[config.mk]
export PLATFORM = sky130hd
export DESIGN_NAME = imem_loader
export DESIGN_NICKNAME = d
export VERILOG_FILES = /design/src/rtl/imem_loader_pkg.sv /design/src/rtl/loader_wr_stage.sv /design/src/rtl/imem_loader.sv
export SDC_FILE = /design/constraint.sdc
export NUM_CORES = 1
export LEC_CHECK = 0
export BUFFER_PORTS_ARGS = -buffer_cell sky130_fd_sc_hd__buf_4
export CORE_MARGIN = 2
export CORE_UTILIZATION = 30
export CTS_BUF_LIST = sky130_fd_sc_hd__clkbuf_4 sky130_fd_sc_hd__clkbuf_8 sky130_fd_sc_hd__clkbuf_16
export CTS_CLUSTER_SIZE = 30
export DETAILED_ROUTE_END_ITERATION = 8
export PLACE_DENSITY = 0.45
export SLEW_MARGIN = 20
export SYNTH_ARGS = -nofsm -noshare
export SYNTH_HDL_FRONTEND = slang
export SYNTH_HIERARCHICAL = 1
export SYNTH_SLANG_ARGS = --single-unit
[constraint.sdc]
create_clock -name clk -period 3.15 [get_ports clk]
set_input_delay 0.7875 -clock clk [delete_from_list [all_inputs] [get_ports clk]]
set_output_delay 0.7875 -clock clk [all_outputs]
set_load 0.02 [all_outputs]
[src/rtl/imem_loader_pkg.sv]
// Shared types and constants for the instruction-memory byte-stream loader.
package imem_loader_pkg;

    typedef enum logic [2:0] {
        ST_IDLE,
        ST_SYNC,
        ST_LEN_LO,
        ST_LEN_HI,
        ST_DATA,
        ST_CSUM,
        ST_DONE,
        ST_ERR
    } state_t;

    localparam logic [7:0] LP_SYNC_BYTE = 8'hA5;

endpackage

[src/rtl/loader_wr_stage.sv]
// One-stage registered byte-write port toward instruction memory.
module loader_wr_stage #(
    parameter int ADDR_W = 20
) (
    input  logic              clk,
    input  logic              rst,
    input  logic              i_vld,
    input  logic [ADDR_W-1:0] i_addr,
    input  logic [7:0]        i_data,
    output logic              o_we,
    output logic [ADDR_W-1:0] o_waddr,
    output logic [7:0]        o_wdata
);

    logic              r_we_p1;
    logic [ADDR_W-1:0] r_waddr_p1;
    logic [7:0]        r_wdata_p1;

    // stage p1: we pulses for exactly one cycle per accepted payload byte
    always_ff @(posedge clk) begin
        if (rst) begin
            r_we_p1    <= 1'b0;
            r_waddr_p1 <= '0;
            r_wdata_p1 <= '0;
        end else begin
            r_we_p1 <= i_vld;
            if (i_vld) begin
                r_waddr_p1 <= i_addr;
                r_wdata_p1 <= i_data;
            end
        end
    end

    assign o_we    = r_we_p1;
    assign o_waddr = r_waddr_p1;
    assign o_wdata = r_wdata_p1;

endmodule

[src/rtl/imem_loader.sv]
// Framed byte-stream loader: SYNC, LEN_LO, LEN_HI, payload, CSUM -> imem byte writes.
module imem_loader
    import imem_loader_pkg::*;
#(
    parameter int                ADDR_W    = 20,
    parameter int                MEM_BYTES = 100,
    parameter logic [ADDR_W-1:0] BASE_ADDR = '0,
    parameter logic [7:0]        SYNC_BYTE = LP_SYNC_BYTE
) (
    input  logic              clk,
    input  logic              rst,
    input  logic              start,
    input  logic              in_valid,
    input  logic [7:0]        in_data,
    output logic              in_ready,
    output logic              we,
    output logic [ADDR_W-1:0] waddr,
    output logic [7:0]        wdata,
    output logic              core_hold,
    output logic              busy,
    output logic              done,
    output logic              err
);

    localparam logic [15:0] LP_MAX_LEN = 16'(MEM_BYTES);

    state_t            r_state;
    state_t            w_next;
    logic [7:0]        r_len_lo;
    logic [15:0]       r_len;
    logic [15:0]       r_count;
    logic [7:0]        r_sum;
    logic              r_busy;
    logic              r_done;
    logic              r_err;
    logic              r_core_hold;
    logic              w_xfer;
    logic              w_wr_vld;
    logic [15:0]       w_len;
    logic              w_len_bad;
    logic              w_last;
    logic [ADDR_W-1:0] w_addr;

    assign w_xfer    = in_valid && in_ready;
    assign w_len     = {in_data, r_len_lo};
    assign w_len_bad = (w_len > LP_MAX_LEN) || (w_len[1:0] != 2'b00);
    assign w_last    = (r_count == r_len - 16'd1);
    assign w_addr    = BASE_ADDR + ADDR_W'(r_count);

    always_ff @(posedge clk) begin
        if (rst) begin
            r_state <= ST_IDLE;
        end else begin
            r_state <= w_next;
        end
    end

    always_comb begin
        w_next = r_state;
        case (r_state)
            ST_IDLE:   if (start) w_next = ST_SYNC;
            ST_SYNC:   if (w_xfer && in_data == SYNC_BYTE) w_next = ST_LEN_LO;
            ST_LEN_LO: if (w_xfer) w_next = ST_LEN_HI;
            ST_LEN_HI: begin
                if (w_xfer) begin
                    if (w_len_bad)           w_next = ST_ERR;
                    else if (w_len == 16'd0) w_next = ST_CSUM;
                    else                     w_next = ST_DATA;
                end
            end
            ST_DATA:   if (w_xfer && w_last) w_next = ST_CSUM;
            ST_CSUM:   if (w_xfer) w_next = (in_data == r_sum) ? ST_DONE : ST_ERR;
            ST_DONE:   w_next = ST_IDLE;
            ST_ERR:    w_next = ST_IDLE;
            default:   w_next = ST_IDLE;
        endcase
    end

    // in_ready depends on state alone so the source never sees a combinational loop
    always_comb begin
        in_ready = 1'b0;
        w_wr_vld = 1'b0;
        case (r_state)
            ST_SYNC, ST_LEN_LO, ST_LEN_HI, ST_CSUM: in_ready = 1'b1;
            ST_DATA: begin
                in_ready = 1'b1;
                w_wr_vld = w_xfer;
            end
            default: in_ready = 1'b0;
        endcase
    end

    always_ff @(posedge clk) begin
        if (w_xfer && r_state == ST_LEN_LO) r_len_lo <= in_data;
        if (w_xfer && r_state == ST_LEN_HI) begin
            r_len   <= w_len;
            r_count <= 16'd0;
            r_sum   <= 8'd0;
        end else if (w_wr_vld) begin
            r_count <= r_count + 16'd1;
            r_sum   <= r_sum + in_data;
        end
    end

    // Status flags are sticky until the next accepted start
    always_ff @(posedge clk) begin
        if (rst) begin
            r_busy      <= 1'b0;
            r_done      <= 1'b0;
            r_err       <= 1'b0;
            r_core_hold <= 1'b1;
        end else if (r_state == ST_IDLE && start) begin
            r_busy      <= 1'b1;
            r_done      <= 1'b0;
            r_err       <= 1'b0;
            r_core_hold <= 1'b1;
        end else if (w_next == ST_DONE) begin
            r_busy      <= 1'b0;
            r_done      <= 1'b1;
            r_core_hold <= 1'b0;
        end else if (w_next == ST_ERR) begin
            r_busy <= 1'b0;
            r_err  <= 1'b1;
        end
    end

    assign busy      = r_busy;
    assign done      = r_done;
    assign err       = r_err;
    assign core_hold = r_core_hold;

    loader_wr_stage #(
        .ADDR_W (ADDR_W)
    ) u_wr_stage (
        .clk     (clk),
        .rst     (rst),
        .i_vld   (w_wr_vld),
        .i_addr  (w_addr),
        .i_data  (in_data),
        .o_we    (we),
        .o_waddr (waddr),
        .o_wdata (wdata)
    );

endmodule

Yosys cells after proc, flatten, opt, wreduce, memory -nomap -nowiden --
Index checks and enable logic that the tools add are counted.
Word-level totals: bits in registers 80, input port bits 12, output and inout port bits 34, logic and storage cells 59
Operators by class: $add $sub $neg 3, $lt $le $gt $ge 1, equality and inequality tests 12, mux-type cells 15, bitwise operators 1, reduce and logical (&&, ||, !) cells 15
Operator list (count):
- $pmux W3 S7 | 1
- $eq A3 B3 Y1 const B | 6
- $mux W3 | 6
- $add A16 B1 Y16 const B | 1
- $eq A16 B16 Y1 | 1
- $gt A16 B7 Y1 const B | 1
- $logic_not A16 Y1 | 1
- $sub A16 B1 Y16 const B | 1
- $add A8 B8 Y8 | 1
- $eq A8 B8 Y1 | 1
- $eq A8 B8 Y1 const B | 1
- $mux W1 | 7
- $eq A3 B2 Y1 const B | 2
- $logic_and A1 B1 Y1 | 6
- $reduce_or A5 Y1 | 1
- $reduce_or A2 Y1 | 2
- $eq A3 B1 Y1 const B | 1
- $logic_not A3 Y1 | 1
- $reduce_bool A3 Y1 | 1
- $mux W2 | 1
- $reduce_and A2 Y1 | 1
- $reduce_bool A2 Y1 | 1
- $logic_or A1 B1 Y1 | 1
- $not A1 Y1 | 1

Longest topological paths before layout --
depth in word-level cells 11, gate-level depth with buffers 10, depth with buffers taken out 10

Modules after synthesis --
Netlist, hierarchy kept.
Modules (own cells, without submodules):
- imem_loader | instances 1, cells an instance 315, area each 2920.3 sq um, seq. area each 1341.3 sq um
- loader_wr_stage | instances 1, cells an instance 92, area each 1019.7 sq um, seq. area each 580.6 sq um

Worst setup path after synthesis --
Ideal clock, no wire load.
path kind input -> register, start point input port in_data[1], end point register r_err, in the netlist err, library setup time 0.122 ns, arrival 2.262 ns, data required time 3.028 ns, path slack 0.766 ns, stages on the path 7, buffers on the path 0, cell sequence or4_1 > nand3b_1 > nor3_1 > mux2_2 > o21ai_0 > a31oi_1 > a21oi_1
Between the ends: cells in the longest elaborated chain, start to end 8, elaborated cells on any way between the ends 17, those cells by class 1 x order compare; 4 x eq/ne; 7 x mux; 1 x bitwise; 4 x reduce/logical
Ends and longest elaborated chain:
- start, declared | line imem_loader.sv:14 | input logic [7:0] in_data,
- $gt A16 B7 Y1 or $logic_not A16 Y1 (tied branches) | line imem_loader.sv:46, imem_loader.sv:67
- $logic_or A1 B1 Y1 or $mux W1 (tied branches) | line imem_loader.sv:46, imem_loader.sv:67
- $mux W2 | line imem_loader.sv:66 | if (w_len_bad) w_next = ST_ERR;
- $mux W3 | line imem_loader.sv:65 | if (w_xfer) begin
- $pmux W3 S7 (*) | line imem_loader.sv:60 | case (r_state)
- $eq A3 B3 Y1 | line imem_loader.sv:117 | end else if (w_next == ST_DONE) begin
- $not A1 Y1 (no line)
- $reduce_and A2 Y1 (no line) (*)
- end signal, assigned | line imem_loader.sv:110 | r_err <= 1'b0;
- end signal, assigned | line imem_loader.sv:115 | r_err <= 1'b0;
- end signal, assigned | line imem_loader.sv:123 | r_err <= 1'b1;
- end, declared | line imem_loader.sv:35 | logic r_err;
Mark *: on every way between the ends. The rest lies on a longest branch, timed or not. A chain may end at the register's enable or synchronous reset.

Final worst setup path --
start point register r_len[2], end point register r_err, in the netlist err
Between the ends: cells in the longest elaborated chain, start to end 8, elaborated cells on any way between the ends 9, those cells by class 1 x add/sub; 3 x eq/ne; 2 x mux; 1 x bitwise; 2 x reduce/logical
Ends and longest elaborated chain:
- start, declared | line imem_loader.sv:30 | logic [15:0] r_len;
- start signal, assigned | line imem_loader.sv:96 | r_len <= w_len;
- $sub A16 B1 Y16 (*) | line imem_loader.sv:47 | assign w_last = (r_count == r_len - 16'd1);
- $eq A16 B16 Y1 (*) | line imem_loader.sv:47
- $logic_and A1 B1 Y1 (*) | line imem_loader.sv:71 | ST_DATA: if (w_xfer && w_last) w_next = ST_CSUM;
- $mux W3 (*) | line imem_loader.sv:71
- $pmux W3 S7 (*) | line imem_loader.sv:60
- $eq A3 B3 Y1 | line imem_loader.sv:117
- $not A1 Y1 (no line)
- $reduce_and A2 Y1 (no line) (*)
Marked as above.

==> metrics.txt <==
max-slew violation count 0; Worst Skew between 5 and 6 ps; total wire length between 8 and 9 mm; Core Area roughly 0.013 mm2; number of enable flip-flop cells after synthesis 24; Worst slew margin 0.607; DIE HEIGHT around 120 um; actual slew at the worst max-slew pin ~580 ps; Hold Path Origin r_len_lo[3]; final period utilization 0.818; DR WL/cell 14.1 um; RSZ-0062 raised after global routing no; H-tree level count 3; Gates resized, CTS repair 0; Detailed Routing Iterations Pass 1 4; Synth Register Bits 84; Residual DRC 0; Cell Rows 41; Post-Syn Area per Cell approximately 9.7 um2; Worst-Skew Late Latency 350 ps; asr flop ratio synth 0; WS Path Type flop to flop; Max stage delay cell, worst path or4_1; die area 0.0141 mm2; Detail Placement HPWL ~6.3 mm; Port Buffers 45; hold-fix buffers at CTS 0; clock-pin slew on the worst setup and hold paths 60 ps; Lkg Pwr roughly 1.8 nW; CTS sink cnt 84; Post-CTS Setup Inserts 0; Synth Instances about 410; RR Startpoint r_len[2]; Placer Congestion roughly 0.86; Critical Path Most Common Cell a31oi_1; Final Hold Vio Count 0; Placed Instances ~620; met1 wire length a little over 4 mm; GR Overflow Total 0; Final #Nets between 400 and 500; status finished, final reports clean; Finished Layout Cells between 600 and 700; n_diodes 0; maxcap violations 0; Hold Crit Class flop to flop; CP cell instances or4_1 -> or4b_1 -> o311ai_1 -> a31oi_1 -> nor3_2 -> a31oi_1 -> a21oi_1; Worst setup EP type flop; CTS tree done; PwrDens around 500 mW/mm2; met3 WL roughly 280 um; total power around 2.4 mW; Fill cells roughly 1300; DRT iter0 DRCs 121; via count between 2000 and 3000; global-route wire length before repair around 15 mm; Worst Path Required around 3400 ps; synth unique cells 52; Boundary Pins between 40 and 50; clk buf depth 2; sequential area share after synthesis 0.488; pin count of the biggest net entering global routing just over 40; TritonCTS Buffers 9; Die Wd roughly 120 um; Setup violations, final 0; vias in the first global route ~2900; yosys warns 6; Max Used Layer met4; cell area after synthesis between 0.003 and 0.004 mm2; share of layout cells above drive strength 1 0.154; Crit Path Max Fanout 8; Main synth FF type dfxtp_1; Setup crit start r_len[2]; most frequent cells in the layout 63 x nor2_1, 60 x dfxtp_1, 49 x buf_4; Routed Antenna Nets 0; WP data arrival 2850 ps; Period minus WS final between 2000 and 3000 ps; initial antenna violation count 0; startpoint types flop; post-DR vias/cell about 4.7; Root Driver clkbuf_16; Initial Util 0.310; metal2 WL around 4.4 mm; commonest non-fill, non-tap cell in the layout nor2_1; Fin Setup TNS 0 ps; Peak Freq 388 MHz; area grow syn2layout 21.9%; CP max stage delay a little under 600 ps; gr usage total 0.137; maximum vdd drop 0.000184 V
power by group:
| group | total (mW) | switching [mW] | internal, mW |
|---|---|---|---|
| clock network | 1.15 | 0.454 | 0.698 |
| logic | 0.121 | 0.0685 | 0.0521 |
| registers | 1.13 | 0.0120 | 1.12 |
| total | 2.40 | 0.534 | 1.87 |
flip-flops by register name, indices dropped and copies added, names as in the netlist, 3 cells and up:
signal and count:
u_wr_stage/o_wdata 8, r_len 16, r_sum 8, r_state 3, u_wr_stage/o_waddr 20, r_len_lo 8
r_count 16
metal layers:
| layer | track usage | vias up |
|---|---|---|
| met5 | 0 | - |
| met4 | 0.0499 | 0 |
| met3 | 0.0410 | 14 |
| met2 | 0.224 | 46 |
| met1 | 0.168 | 1386 |
| li1 | - | 1526 |
path summary, 6_finish.rpt:
check,cells after the start,endpoint,slack [ps]
max,7,err,570
min,0,r_len[3],450
max reg2reg,7,err,570
min reg2reg,0,r_len[3],450
cell type report:
type	instances	area, um2	share of cell area
clock inverters	7	101	0.0211
repair buffers	50	388	0.0808
multi-input cells	300	1910	0.397
well taps	172	215	0.0448
inverters	12	45.0	0.00938
flip-flops and latches	84	1920	0.400
clock buffers	9	225	0.0469
Yosys cell counts, drive strengths merged (2+ instances only):
cell type | count | area share
nor2 | 63 | 0.060
dfxtp | 60 | 0.30
nand2 | 32 | 0.030
mux2i | 28 | 0.071
xnor2 | 26 | 0.058
edfxtp | 24 | 0.18
a21oi | 22 | 0.028
nor3 | 17 | 0.023
xor2 | 15 | 0.033
inv | 12 | 0.011
nand3 | 12 | 0.015
ha | 9 | 0.029
o21ai | 9 | 0.011
buf | 7 | 0.013
clkbuf | 7 | 0.0070
a31oi | 5 | 0.0079
and3 | 5 | 0.0079
nand3b | 5 | 0.0095
nor4 | 5 | 0.0079
nand2b | 4 | 0.0064
nor2b | 4 | 0.0064
or3 | 4 | 0.0064
a21o | 3 | 0.0057
nor4b | 3 | 0.0067
a211oi | 2 | 0.0038
mux2 | 2 | 0.0057
nand4 | 2 | 0.0032
o311ai | 2 | 0.0044
or4 | 2 | 0.0038
kinds of logic (layout without fill, tap and decap cells):
logic type / after synthesis / in the layout / synth area share
buf+inv: 26 / 78 / 0.0314
simple gates: 163 / 163 / 0.198
fa+ha+maj: 10 / 10 / 0.0337
other cells: 1 / 4 / 0.000952
mux: 30 / 30 / 0.0768
xor+xnor: 41 / 41 / 0.0911
flops: 84 / 84 / 0.488
compound gates: 52 / 52 / 0.0803
through the flow:
stage	hold slack [ps]	area, um2	setup slack [ps]	util
4_1_cts	451	4800	554	0.377
5_1_grt	480	4800	391	0.377
6_report	451	4800	572	0.377
3_3_place_gp	436	4480	477	0.352
2_1_floorplan	427	3950	766	-
3_5_place_dp	436	4480	427	0.352
critical path: cells and delay by family (launching register included):
kind / cells / cell delay (ps)
DFF: 1 / 470
and+or+nand+nor: 3 / 1330
AOI/OAI and AO/OA: 4 / 710
(Power assumes the default switching activity.)
